## src/rtl/aclk_if.sv

```systemverilog
// Digit-level bus of the alarm clock core: BCD load digits and controls in, BCD time and Alarm out.
interface aclk_if;
    logic [1:0] H_in1;
    logic [3:0] H_in0;
    logic [3:0] M_in1;
    logic [3:0] M_in0;
    logic       LD_time;
    logic       LD_alarm;
    logic       STOP_al;
    logic       AL_ON;
    logic       Alarm;
    logic [1:0] H_out1;
    logic [3:0] H_out0;
    logic [3:0] M_out1;
    logic [3:0] M_out0;
    logic [3:0] S_out1;
    logic [3:0] S_out0;

    modport master (
        output H_in1, H_in0, M_in1, M_in0, LD_time, LD_alarm, STOP_al, AL_ON,
        input  Alarm, H_out1, H_out0, M_out1, M_out0, S_out1, S_out0
    );

    modport slave (
        input  H_in1, H_in0, M_in1, M_in0, LD_time, LD_alarm, STOP_al, AL_ON,
        output Alarm, H_out1, H_out0, M_out1, M_out0, S_out1, S_out0
    );
endinterface

```

## src/rtl/aclk_core.sv

```systemverilog
// 24-hour BCD alarm clock: 10-cycle tick prescaler, HH:MM:SS counter, loadable time and alarm,
// and a sticky Alarm flag raised when the count rolls into the alarm minute.
module aclk_core (
    input  logic  clk,
    input  logic  reset,
    aclk_if.slave bus
);
    logic [1:0] h1, al_h1, n_h1;
    logic [3:0] h0, m1, m0, s1, s0, tick;
    logic [3:0] al_h0, al_m1, al_m0;
    logic [3:0] n_h0, n_m1, n_m0, n_s1, n_s0;
    logic       alarm;
    logic       load_valid, advance, hit, time_load;

    always_comb begin
        load_valid = (bus.H_in0 <= 4'd9) && (bus.M_in1 <= 4'd5) && (bus.M_in0 <= 4'd9) &&
                     ((bus.H_in1 < 2'd2) || ((bus.H_in1 == 2'd2) && (bus.H_in0 <= 4'd3)));
        time_load  = bus.LD_time && load_valid;
        advance    = (tick == 4'd9);
    end

    // Next time value if a second elapses this cycle; carries ripple seconds -> minutes -> hours.
    always_comb begin
        n_h1 = h1;
        n_h0 = h0;
        n_m1 = m1;
        n_m0 = m0;
        n_s1 = s1;
        n_s0 = s0;
        if (advance) begin
            if (s0 != 4'd9) begin
                n_s0 = s0 + 4'd1;
            end else begin
                n_s0 = 4'd0;
                if (s1 != 4'd5) begin
                    n_s1 = s1 + 4'd1;
                end else begin
                    n_s1 = 4'd0;
                    if (m0 != 4'd9) begin
                        n_m0 = m0 + 4'd1;
                    end else begin
                        n_m0 = 4'd0;
                        if (m1 != 4'd5) begin
                            n_m1 = m1 + 4'd1;
                        end else begin
                            n_m1 = 4'd0;
                            if ((h1 == 2'd2) && (h0 == 4'd3)) begin
                                n_h1 = 2'd0;
                                n_h0 = 4'd0;
                            end else if (h0 == 4'd9) begin
                                n_h1 = h1 + 2'd1;
                                n_h0 = 4'd0;
                            end else begin
                                n_h0 = h0 + 4'd1;
                            end
                        end
                    end
                end
            end
        end
    end

    // The alarm only fires on the counted rollover into HH:MM:00, never on a load.
    always_comb begin
        hit = advance && (n_s1 == 4'd0) && (n_s0 == 4'd0) &&
              ({n_h1, n_h0, n_m1, n_m0} == {al_h1, al_h0, al_m1, al_m0});
    end

    always_ff @(posedge clk) begin
        if (reset) begin
            h1    <= 2'd0;
            h0    <= 4'd0;
            m1    <= 4'd0;
            m0    <= 4'd0;
            s1    <= 4'd0;
            s0    <= 4'd0;
            tick  <= 4'd0;
            al_h1 <= 2'd0;
            al_h0 <= 4'd0;
            al_m1 <= 4'd0;
            al_m0 <= 4'd0;
            alarm <= 1'b0;
        end else begin
            if (time_load) begin
                h1   <= bus.H_in1;
                h0   <= bus.H_in0;
                m1   <= bus.M_in1;
                m0   <= bus.M_in0;
                s1   <= 4'd0;
                s0   <= 4'd0;
                tick <= 4'd0;
            end else begin
                h1   <= n_h1;
                h0   <= n_h0;
                m1   <= n_m1;
                m0   <= n_m0;
                s1   <= n_s1;
                s0   <= n_s0;
                tick <= advance ? 4'd0 : tick + 4'd1;
            end

            if (bus.LD_alarm && load_valid) begin
                al_h1 <= bus.H_in1;
                al_h0 <= bus.H_in0;
                al_m1 <= bus.M_in1;
                al_m0 <= bus.M_in0;
            end

            if (bus.STOP_al || !bus.AL_ON) begin
                alarm <= 1'b0;
            end else if (!time_load && hit) begin
                alarm <= 1'b1;
            end
        end
    end

    assign bus.H_out1 = h1;
    assign bus.H_out0 = h0;
    assign bus.M_out1 = m1;
    assign bus.M_out0 = m0;
    assign bus.S_out1 = s1;
    assign bus.S_out0 = s0;
    assign bus.Alarm  = alarm;

endmodule

```

## src/flat_wrapper.sv

```systemverilog
// flat-port wrapper written by rule: the top's interface ports become plain ports
module aclk_core_flat 
  (clk, reset, bus_H_in1, bus_H_in0, bus_M_in1, bus_M_in0, bus_LD_time, bus_LD_alarm, bus_STOP_al, bus_AL_ON, bus_Alarm, bus_H_out1, bus_H_out0, bus_M_out1, bus_M_out0, bus_S_out1, bus_S_out0);
  aclk_if bus_i ();
  input  logic clk;
  input  logic reset;
  input wire logic [$bits(bus_i.H_in1)-1:0] bus_H_in1;
  input wire logic [$bits(bus_i.H_in0)-1:0] bus_H_in0;
  input wire logic [$bits(bus_i.M_in1)-1:0] bus_M_in1;
  input wire logic [$bits(bus_i.M_in0)-1:0] bus_M_in0;
  input wire logic [$bits(bus_i.LD_time)-1:0] bus_LD_time;
  input wire logic [$bits(bus_i.LD_alarm)-1:0] bus_LD_alarm;
  input wire logic [$bits(bus_i.STOP_al)-1:0] bus_STOP_al;
  input wire logic [$bits(bus_i.AL_ON)-1:0] bus_AL_ON;
  output wire logic [$bits(bus_i.Alarm)-1:0] bus_Alarm;
  output wire logic [$bits(bus_i.H_out1)-1:0] bus_H_out1;
  output wire logic [$bits(bus_i.H_out0)-1:0] bus_H_out0;
  output wire logic [$bits(bus_i.M_out1)-1:0] bus_M_out1;
  output wire logic [$bits(bus_i.M_out0)-1:0] bus_M_out0;
  output wire logic [$bits(bus_i.S_out1)-1:0] bus_S_out1;
  output wire logic [$bits(bus_i.S_out0)-1:0] bus_S_out0;
  assign bus_i.H_in1 = bus_H_in1;
  assign bus_i.H_in0 = bus_H_in0;
  assign bus_i.M_in1 = bus_M_in1;
  assign bus_i.M_in0 = bus_M_in0;
  assign bus_i.LD_time = bus_LD_time;
  assign bus_i.LD_alarm = bus_LD_alarm;
  assign bus_i.STOP_al = bus_STOP_al;
  assign bus_i.AL_ON = bus_AL_ON;
  assign bus_Alarm = bus_i.Alarm;
  assign bus_H_out1 = bus_i.H_out1;
  assign bus_H_out0 = bus_i.H_out0;
  assign bus_M_out1 = bus_i.M_out1;
  assign bus_M_out0 = bus_i.M_out0;
  assign bus_S_out1 = bus_i.S_out1;
  assign bus_S_out0 = bus_i.S_out0;
  aclk_core u_core (.clk(clk), .reset(reset), .bus(bus_i));
endmodule
```

## config.mk

```make
export PLATFORM = sky130hd
export DESIGN_NAME = aclk_core_flat
export DESIGN_NICKNAME = d
export VERILOG_FILES = /design/src/rtl/aclk_if.sv /design/src/rtl/aclk_core.sv /design/src/flat_wrapper.sv
export SDC_FILE = /design/constraint.sdc
export NUM_CORES = 1
export LEC_CHECK = 0
export ABC_AREA = 1
export CORE_MARGIN = 3
export CORE_UTILIZATION = 35
export DETAILED_ROUTE_END_ITERATION = 12
export SETUP_SLACK_MARGIN = 0.15
export SLEW_MARGIN = 20
export SYNTH_ARGS = -nofsm -noshare
export SYNTH_HDL_FRONTEND = slang
export SYNTH_SLANG_ARGS = --single-unit
```

## constraint.sdc

```tcl
create_clock -name clk -period 4.5 [get_ports clk]
set_clock_uncertainty 0.05 [all_clocks]
set_input_delay 0.9 -clock clk [delete_from_list [all_inputs] [get_ports clk]]
set_output_delay 0.9 -clock clk [all_outputs]
set_load 0.01 [all_outputs]
```

# Word level (Yosys, flattened, before mapping)
# Index checks and enable logic that the tools add are counted.
[word_totals]
mem_bits_ro = 0
memories = 0
elab_cells = 86
inputBits = 20
mem_bits_rw = 0
latch_bits = 0
output_inout_bits = 23
regBits = 41
[classes]
mul = 0
div_mod_pow = 0
n_reduce_logical = 20
n_shift = 0
n_bitwise = 0
n_eq_ne = 10
add_sub_neg = 7
magnitude_cmp = 5
muxes = 32
[ops]
columns = ["cell", "count"]
rows = [
  ["$mux W4", 24],
  ["$add A4 B1 Y4 const B", 6],
  ["$mux W2", 8],
  ["$eq A14 B14 Y1", 1],
  ["$logic_and A1 B1 Y1", 11],
  ["$eq A4 B4 Y1 const B", 2],
  ["$le A4 B4 Y1 const B", 2],
  ["$logic_not A4 Y1", 2],
  ["$ne A4 B3 Y1 const B", 2],
  ["$ne A4 B4 Y1 const B", 2],
  ["$eq A2 B2 Y1 const B", 2],
  ["$eq A4 B2 Y1 const B", 1],
  ["$le A4 B2 Y1 const B", 1],
  ["$le A4 B3 Y1 const B", 1],
  ["$reduce_or A2 Y1", 2],
  ["$reduce_or A3 Y1", 1],
  ["$add A2 B1 Y2 const B", 1],
  ["$logic_not A1 Y1", 2],
  ["$logic_or A1 B1 Y1", 2],
  ["$lt A2 B2 Y1 const B", 1],
]

# Longest topological paths before layout
# Gate-level depths: netlist of the first run.
[depth]
depth_word = 11
ltp_mapped = 16
mapped_depth_nobuf = 16

# Worst setup path before layout of the first run
# No wires, ideal clock.
[synth_timing]
path_type = "input to register"
from = "input port bus_H_in0[3]"
to = "register u_core.alarm, in the netlist u_core.bus.Alarm"
required_ns = 4.384
stages = 12
setup_time_ns = 0.066
path_slack_ns = 2.525
n_path_buf = 0
arrival_time_ns = 1.859
path_cell_list = "inv_1 -> nor2_1 -> nor2_1 -> nand4_1 -> nand3_1 -> nor2_1 -> nand2_1 -> nor2_1 -> nand2_1 -> nor2_2 -> nand3_1 -> a21oi_2"
[synth_via]
elab_chain_cells = 7
word_cells_on_any_way = 10
classes_between = "2 x order compare; 8 x reduce/logical"
[synth_lines]
columns = ["item", "line", "rtl"]
rows = [
  ["from (decl)", "flat_wrapper.sv:8", "input wire logic [$bits(bus_i.H_in0)-1:0] bus_H_in0;"],
  ["$le A4 B4 Y1 / $le A4 B2 Y1 (equally long branches)", "aclk_core.sv:16, aclk_core.sv:17", ""],
  ["$logic_and A1 B1 Y1 (on tied branches)", "aclk_core.sv:16, aclk_core.sv:17", ""],
  ["$logic_and A1 B1 Y1 / $logic_or A1 B1 Y1 (equally long branches)", "aclk_core.sv:16, aclk_core.sv:17", ""],
  ["$logic_and A1 B1 Y1 (*)", "aclk_core.sv:16", "load_valid = (bus.H_in0 <= 4'd9) && (bus.M_in1 <= 4'd5) && (bus.M_in0 <= 4'd9) &&"],
  ["$logic_and A1 B1 Y1 (*)", "aclk_core.sv:18", "time_load = bus.LD_time && load_valid;"],
  ["$logic_not A1 Y1 (*)", "aclk_core.sv:111", "end else if (!time_load && hit) begin"],
  ["$logic_and A1 B1 Y1 (*)", "aclk_core.sv:111", ""],
  ["to (signal assigned)", "aclk_core.sv:82", "alarm <= 1'b0;"],
  ["to (signal assigned)", "aclk_core.sv:110", "alarm <= 1'b0;"],
  ["to (signal assigned)", "aclk_core.sv:112", "alarm <= 1'b1;"],
  ["to (decl)", "aclk_core.sv:12", "logic alarm;"],
]
# Every way passes the cells marked *; elsewhere a longest branch is shown, timed or not.
# A chain may end at the register's enable or synchronous reset.

# Worst setup path after layout of the first run
[layout_timing]
from = "input port bus_M_in1[1]"
to = "register u_core.al_m0[1]"
[layout_via]
elab_chain_cells = 5
[layout_lines]
columns = ["item", "line", "rtl"]
rows = [
  ["from (decl)", "flat_wrapper.sv:9", "input wire logic [$bits(bus_i.M_in1)-1:0] bus_M_in1;"],
  ["$le A4 B3 Y1", "aclk_core.sv:16", ""],
  ["$logic_and A1 B1 Y1 (3 in series)", "aclk_core.sv:16", ""],
  ["$logic_and A1 B1 Y1", "aclk_core.sv:102", "if (bus.LD_alarm && load_valid) begin"],
  ["to (signal assigned)", "aclk_core.sv:106", "al_m0 <= bus.M_in0;"],
  ["to (decl)", "aclk_core.sv:10", "logic [3:0] al_h0, al_m1, al_m0;"],
]
# Every way passes these cells.

==> results of run 1 <==
[cell type report]
class / count / area, µm²
inverters: 58 / 218
multi-input cells: 278 / 1480
flip-flops and latches: 41 / 821
fillers: 725 / 3760
clock inverters: 1 / 5.00
repair buffers: 45 / 443
well taps: 96 / 120
clock buffers: 7 / 96.3
[critical path, stage by stage]
cell             delay, ns
clkdlybuf4s50_1       0.45
nand2_1               0.07
nand2_1               0.10
nor2_1                0.15
nand4_1               0.39
buf_4                 0.37
o21ai_0               0.16
a21oi_1               0.06
[per-stage QoR]
step,util [%],worst slack (ns),instance area [µm²]
finish,45.8,1.98,3180
global route,45.8,1.75,3180
CTS,45.8,1.96,3180
detailed placement,44.3,1.64,3080
global placement,44.3,1.69,3080
floorplan,-,2.52,2550
[cells in the final DEF, fill, tap and decap left out]
cell type	Yosys	layout
o21ai_2	1	1
nand4_1	8	8
inv_2	4	4
nand2_1	84	84
nand2_4	2	2
xnor2_1	1	1
nand2_2	6	6
dfxtp_1	41	41
a21oi_2	2	2
nor2_4	8	8
o21ai_0	33	33
nor2_1	36	36
xor2_1	4	4
o21ai_1	1	1
ha_1	9	9
nand3_4	2	2
clkbuf_8	0	7
a21oi_1	25	25
inv_1	54	54
nand3_2	4	4
a311oi_1	1	1
buf_4	0	3
nor2_2	2	2
clkdlybuf4s50_1	0	42
clkinv_2	0	1
nand3b_1	1	1
a211oi_1	1	1
nand3_1	45	45
a31oi_1	2	2
[report_power, final]
| group | internal, W | switching (W) | total (W) | leakage, nW |
|---|---|---|---|---|
| clock network | 0.000139 | 0.000134 | 0.000273 | 0.0542 |
| logic | 0.0000409 | 0.0000462 | 0.0000871 | 0.941 |
| registers | 0.000372 | 0.00000896 | 0.000381 | 0.332 |
| total | 0.000552 | 0.000189 | 0.000741 | 1.33 |
[flip-flops by register name, summed over array words and instances, names as in the netlist, 4 cells and up]
register and cells:
u_core.al_m0 4, u_core.bus.S_out0 4, u_core.bus.M_out0 4, u_core.bus.S_out1 4, u_core.bus.H_out0 4, u_core.al_h0 4, u_core.bus.M_out1 4, u_core.tick 4
u_core.al_m1 4
[path summary, 6_finish.rpt]
kind | start | end | slack [ns] | cells after the start
worst min-delay path | u_core.tick[0] | u_core.tick[0] | 0.42 | 1
worst max-delay path | bus_M_in1[1] | u_core.al_m0[1] | 1.98 | 8
worst min register to register | u_core.tick[0] | u_core.tick[0] | 0.42 | 1
worst max register to register | u_core.tick[0] | u_core.bus.Alarm | 2.23 | 11
[metal layers]
| layer | global-route usage, % | routed length (µm) | vias up |
|---|---|---|---|
| met4 | 4.02 | 37 | 0 |
| met3 | 2.90 | 318 | 4 |
| met5 | 0 | 0 | - |
| met1 | 24.1 | 3360 | 1125 |
| met2 | 27.3 | 3130 | 65 |
| li1 | - | - | 1344 |
[kinds of logic after synthesis]
group,after synthesis,synth area share [%]
adder cells (fa/ha/maj),9,4.42
flip-flops,41,32.2
AO/OA/AOI/OAI,66,13.7
XOR/XNOR,5,1.72
buffers and inverters,65,9.86
AND/OR/NAND/NOR,198,38.1
==> flow_summary_export.csv, run 1 <==
group,metric,value,unit
routing,drc,0,
power_and_ir_drop,ir_drop,98.5,µV
power_and_ir_drop,p_per_area,233,nW/µm²
die,dieHeight,91.4,µm
setup_path,worstPathRequired,4.63,ns
routing,vias_per_cell,4.83,
sta,period_minus_slack,2.52,ns
synth,ys_ff_latch,41,
synth,yosys-top-cells-count,"84 x nand2_1, 54 x inv_1, 45 x nand3_1, 41 x dfxtp_1, 36 x nor2_1",
global_routing,grt_pass1_wl,11600,µm
setup_path,cp-end-kind,"flip-flop",
synth,avgSynthCellArea,6.64,µm²
finish,area_delta_synth_final,24.7,%
clocking,postCtsSetupBuffers,0,
routing,ant_nets,0,
synth,yosys.cell_count.top_type,"nand2_1",
sta,drv_slew,0,
finish,nets,458,
clocking,numCtsBuffers,5,
die,start_util,36.7,%
clocking,root_buffer,"clkbuf_8",
synth,synth_cell_types,27,
clocking,hold_buffers,0,
setup_path,worstSetupStartpointType,"input pin",
global_routing,grt_pass1_vias,2407,
routing,drt_iter0_drc,170,
clocking,cts_tree,"yes",
sta,setup_viol,0,
synth,synthesis.nets,413,
die,rows,30,
placed_design,gp_congestion,0.834,
synth,yosys.area.top_type,"dfxtp_1",
synth,synthCells,384,
power_and_ir_drop,p_leak,1.33,nW
sta,worst_hold_slack,0.421,ns
setup_path,critical_path_class,"in2reg",
synth,synth_edf_count,0,
sta,period_share,56.0,%
die,io_pins,43,
sta,setup-tns-final,0,ns
synth,synth_flop_cell,"dfxtp_1",
synth,syn_area,2550,µm²
flow_run,cap_violations,0,
routing,wl_per_cell,13.0,µm
placed_design,portBuffers,42,
routing,vias,2538,
global_routing,antenna_found_initial,0,
setup_path,crit_path_max_fanout,17,
finish,n_antenna_cell,0,
finish,fin_cells,526,
clocking,cts.sinks,41,
die,die_w,91.4,µm
global_routing,overflow,0,
clocking,clk_path_buf_depth,2,
die,core_area,6940,µm²
setup_path,cp.arrival,2.65,ns
sta,fmax,0.397,GHz
die,dieArea,8350,µm²
sta,max_slew_margin,54.4,%
sta,tightest_slew,0.684,ns
routing,wl,6850,µm
clocking,clkTransAtPathRegs,0.08,ns
clocking,clock_latency,0.30,ns
clocking,cts_resized,0,
placed_design,dp_cells,518,
placed_design,hpwlAfterDp,5320,µm
sta,finalHoldViolCount,0,
synth,ys_top_cells_by_area,"dfxtp_1 32%, nand2_1 12%, nand3_1 8.8%",
clocking,htreeDepth,2,
worst_hold_path,min_path_type,"reg2reg",
global_routing,grt_max_degree,27,
run_status,outcome,"finished, final reports clean",
synth,ys_seq_area_share,32.2,%
routing,first_pass_iters,4,
finish,drive_above_1_share,9.77,%
synth,async_flop_share,0,%
synth,yosysTopAreaCellShare,32.2,%
sta,rsz0062_at_grt,"no",
power_and_ir_drop,design_power_total,0.000741,W
synth,yosys_warnings,0,
global_routing,gr-usage-all-layers,17.2,%
No activity file was read; power rests on OpenSTA's default activity.
==> run 2: changes to the inputs <==
clock period = 2.14 ns   (was 4.5 ns; I/O delays follow)
==> run 2 against run 1 <==
Routed wire length up 5.4%. Clock power up 140%. Hold slack better by 0.00088 ns. Utilization up 7.1 points. Cell count up 7.0%. Register-to-register slack worse by 2.1 ns. Total power up 130%. Highest routed layer unchanged. Combinational power rose to 2.7 times the previous value.
==> flow_summary_export.csv, run 2 (synthesis results as in run 1) <==
group,metric,value,unit
run_status,outcome,"finished, final reports clean",
global_routing,grt_max_degree,19,
routing,drc,0,
finish,layout_commonest_cell,"nand2_1",
die,rows,30,
flow_run,cap_violations,0,
finish,final_area,3670,µm²
routing,vias_per_cell,4.75,
clocking,clkTransAtPathRegs,0.08,ns
routing,ant_nets,0,
placed_design,portBuffers,42,
setup_path,cp-end-kind,"flip-flop",
sta,setup_viol,0,
sta,drv_slew,0,
die,start_util,36.7,%
clocking,clk_path_buf_depth,2,
finish,nFillCells,692,
global_routing,grt_pass1_vias,2552,
setup_path,worst-r2r-setup-slack,0.12,ns
clocking,clock_latency,0.31,ns
setup_path,max_stage_delay,0.43,ns
die,core_area,6940,µm²
clocking,root_buffer,"clkbuf_8",
sta,tightest_slew,0.359,ns
routing,vias,2672,
finish,n_antenna_cell,0,
setup_path,crit_chain,"inv_1, nor2_1, nand2_2, nor2_4, buf_4, buf_4, nand3b_1, nand3_1, nand2_2, nand2_1, nor2_1, nand2_1, nor2_2, nand3_2, a21oi_2",
clocking,cts_tree,"yes",
die,dieHeight,91.4,µm
routing,wl_per_cell,12.8,µm
placed_design,dpl_cell_area,3260,µm²
setup_path,cp.arrival,2.18,ns
setup_path,crit_path_max_fanout,4,
die,dieArea,8350,µm²
sta,finalHoldViolCount,0,
power_and_ir_drop,ir_drop,267,µV
clocking,cts.sinks,41,
routing,drt_iter0_drc,172,
placed_design,gp_congestion,0.864,
sta,max_slew_margin,75.8,%
routing,first_pass_iters,5,
setup_path,worstPathRequired,2.30,ns
global_routing,grt_pass1_wl,11900,µm
worst_hold_path,min_path_type,"reg2reg",
finish,area_delta_synth_final,44.1,%
clocking,numCtsBuffers,5,
finish,nets,495,
clocking,htreeDepth,2,
setup_path,critical_path_class,"reg2reg",
sta,fmax,0.494,GHz
global_routing,overflow,0,
finish,drive_above_1_share,21.8,%
sta,period_share,94.5,%
routing,wl,7220,µm
global_routing,gr-usage-all-layers,17.6,%
placed_design,hpwlAfterDp,5510,µm
global_routing,antenna_found_initial,0,
setup_path,cpMaxStageDelayCell,"dfxtp_1",
power_and_ir_drop,p_leak,1.53,nW
power_and_ir_drop,p_per_area,461,nW/µm²
die,die_w,91.4,µm
sta,period_minus_slack,2.02,ns
sta,rsz0062_at_grt,"yes",
die,io_pins,43,
finish,layout_common_cells,"80 x nand2_1, 53 x inv_1, 42 x clkdlybuf4s50_1",
setup_path,worstSetupStartpointType,"flip-flop",
sta,worst_hold_slack,0.422,ns
-- run 2: cell types whose count changed in the layout (fill, tap and decap cells not counted), sizes merged --
cell	delta
bufinv	+1
clkinv	-1
buf	+37
-- run 2: power breakdown --
part | switching (W) | internal [W]
combinational | 0.000111 | 0.000121
sequential | 0.0000174 | 0.000784
clock | 0.000278 | 0.000381
-- run 2: layout make-up --
class,instances,area [µm²],share of cell area [%]
sequential,41,828,22.5
multi-input combinational,278,1590,43.3
tap,96,120,3.27
clock inverter,1,30.0,0.817
inverter,58,223,6.06
clock buffer,7,86.3,2.35
timing repair buffer,82,797,21.7
-- run 2: final timing paths --
kind                                          to  cells after the start                  from
worst max-delay path            u_core.bus.Alarm                     15  u_core.bus.S_out1[2]
worst min-delay path             u_core.al_m0[0]                      2       u_core.al_m0[0]
worst max register to register  u_core.bus.Alarm                     15  u_core.bus.S_out1[2]
worst min register to register   u_core.al_m0[0]                      2       u_core.al_m0[0]
-- run 2: repair_timing --
action	in CTS	in global routing
gates resized for setup	20	21
pin swaps	16	17
hold buffers	0	0
buffers inserted	13	3
endpoints found under the setup margin	1	2
-- run 2: per-stage QoR --
step                total power [W]  std cells  setup WS (ns)  TNS (ns)  util (%)
floorplan                  0.000915        384          0.287         0         -
global placement            0.00103        539         0.0444         0      47.0
detailed placement          0.00103        539         0.0237         0      47.0
CTS                         0.00169        560          0.148         0      51.3
global route                0.00176        563        -0.0218   -0.0218      52.9
finish                      0.00169        563          0.117         0      52.9
-- run 2: critical path, delay by kind of cell, from the launching register on --
kind            cells  cell delay, ns
simple gates       11            1.04
flops               1            0.43
buf+inv             3            0.35
compound gates      1            0.05
-- run 2: metal layers --
metal | track usage [%] | vias to the layer above | wire, µm
met5 | 0 | - | 0
met4 | 5.15 | 0 | 109
met3 | 2.98 | 10 | 308
met2 | 28.6 | 63 | 3320
met1 | 23.8 | 1191 | 3480
li1 | - | 1408 | -
==> run 3: changes to the inputs <==
CAP_MARGIN = 20   (was not set)
DONT_BUFFER_PORTS = 1   (was not set)
clock period = 2.05 ns   (was 2.14 ns; I/O delays follow)
==> run 3 against run 2 <==
Sequential share of layout area is 2.9 points higher. Cell count fell by 5.9%. Setup slack lost 0.029 ns. Hold slack worse by 0.30 ns. Register-to-register slack worse by 0.03 ns. Routed wire length rose by 1.3%. Critical path depth is 1 lower. Critical endpoint unchanged. Largest power group unchanged. Highest routed layer unchanged.
==> flow_summary_export.csv, run 3 (synthesis results as in run 1) <==
group,metric,value,unit
die,dieArea,8350,µm²
placed_design,pre_cts_ws,-0.0427,ns
power_and_ir_drop,p_per_area,519,nW/µm²
routing,vias_per_cell,4.87,
global_routing,gr-usage-all-layers,17.6,%
sta,fmax,0.510,GHz
finish,n_antenna_cell,0,
sta,rsz0062_at_grt,"yes",
finish,nets,462,
worst_hold_path,hold-path-cell-count,1,
placed_design,hpwlAfterDp,5360,µm
power_and_ir_drop,ir_drop,199,µV
die,dieHeight,91.4,µm
routing,ant_nets,0,
sta,period_share,95.7,%
clocking,clk_path_buf_depth,2,
sta,period_minus_slack,1.96,ns
finish,nFillCells,692,
routing,drc,0,
sta,setup_slack,0.0886,ns
setup_path,cp.arrival,2.16,ns
die,start_util,36.7,%
sta,tightest_slew,0.383,ns
setup_path,cp-end-kind,"flip-flop",
finish,area_delta_synth_final,29.0,%
routing,wl,7310,µm
sta,finalHoldViolCount,0,
sta,drv_slew,0,
routing,wl_per_cell,13.8,µm
clocking,htreeDepth,2,
clocking,numCtsBuffers,5,
finish,layout_common_cells,"73 x nand2_1, 49 x inv_1, 45 x buf_4",
finish,seq_area,838,µm²
flow_run,cap_violations,0,
clocking,root_buffer,"clkbuf_8",
die,rows,30,
die,die_w,91.4,µm
sta,max_slew_margin,74.4,%
die,io_pins,43,
finish,layout_commonest_cell,"nand2_1",
clocking,cts.sinks,41,
clocking,cts_tree,"yes",
global_routing,grt_pass1_vias,2456,
sta,setup-tns-final,0,ns
clocking,clock_latency,0.30,ns
die,core_area,6940,µm²
worst_hold_path,min_path_type,"in2reg",
setup_path,critical_path_class,"reg2reg",
global_routing,grt_pass1_wl,11800,µm
finish,drive_above_1_share,29.7,%
placed_design,portBuffers,0,
power_and_ir_drop,p_leak,1.41,nW
routing,vias,2579,
clocking,hold_buffers,0,
global_routing,grt_max_degree,28,
setup_path,r2r_cells,14,
clocking,clkTransAtPathRegs,0.08,ns
setup_path,worstSetupStartpointType,"flip-flop",
sta,setup_viol,0,
finish,multiInputGateArea,1600,µm²
setup_path,worstPathRequired,2.24,ns
placed_design,gp_congestion,0.898,
global_routing,overflow,0,
setup_path,crit_path_max_fanout,7,
routing,drt_iter0_drc,123,
global_routing,antenna_found_initial,0,
power_and_ir_drop,design_power_total,0.00171,W
routing,first_pass_iters,4,
run_status,outcome,"finished, final reports clean",
run 3: area by class of cell:
cell class                      count  area share [%]
Timing Repair Buffer               49            11.6
Clock inverter                      2            1.14
Multi-Input combinational cell    278            48.7
Sequential cell                    41            25.5
Inverter                           58            6.84
Clock buffer                        6            2.51
Tap cell                           96            3.65
run 3: per-stage QoR:
step	hold slack, ns	util, %	std cells	cell area, µm²
finish	0.126	47.4	530	3290
global route	0.105	47.4	530	3290
CTS	0.117	45.5	520	3160
detailed placement	0.413	40.7	498	2820
global placement	0.410	40.7	498	2820
floorplan	0.383	-	384	2550
run 3: final timing paths:
path	from	slack [ns]	to
hold / removal	reset	0.13	u_core.bus.M_out0[1]
setup reg to reg	u_core.tick[1]	0.09	u_core.bus.Alarm
setup / recovery	u_core.tick[1]	0.09	u_core.bus.Alarm
hold reg to reg	u_core.al_h0[3]	0.42	u_core.al_h0[3]
run 3: where the power goes:
| part | leakage, nW | internal (W) | switching [W] |
|---|---|---|---|
| sequential | 0.338 | 0.000817 | 0.0000158 |
| clock | 0.0574 | 0.000396 | 0.000307 |
| combinational | 1.02 | 0.0000669 | 0.000103 |
run 3: worst max-delay path, cell delays in order, from the launching register on:
cell	delay [ns]
dfxtp_2	0.33
inv_2	0.06
ha_4	0.13
nand3_4	0.12
nor2_4	0.21
buf_6	0.16
nand2_4	0.09
buf_4	0.15
nand4_1	0.09
nand2_1	0.07
nor2_1	0.08
nand2_1	0.06
nor2_2	0.10
nand3_1	0.08
a21oi_2	0.12
run 3: routing by layer:
| layer | share of wire, % | wire, µm | vias to the layer above | global-route usage, % |
|---|---|---|---|---|
| met2 | 47 | 3430 | 64 | 28.1 |
| met4 | 2.1 | 153 | 0 | 6.66 |
| met5 | 0 | 0 | - | 0 |
| met1 | 44 | 3230 | 1163 | 22.1 |
| li1 | - | - | 1341 | - |
| met3 | 6.8 | 494 | 11 | 5.47 |
run 3: timing repair:
action                                  4_1_cts  5_1_grt
pin swaps                                    25       14
setup buffers                                14       10
endpoints found under the setup margin        1        1
gates resized for setup                      42       16
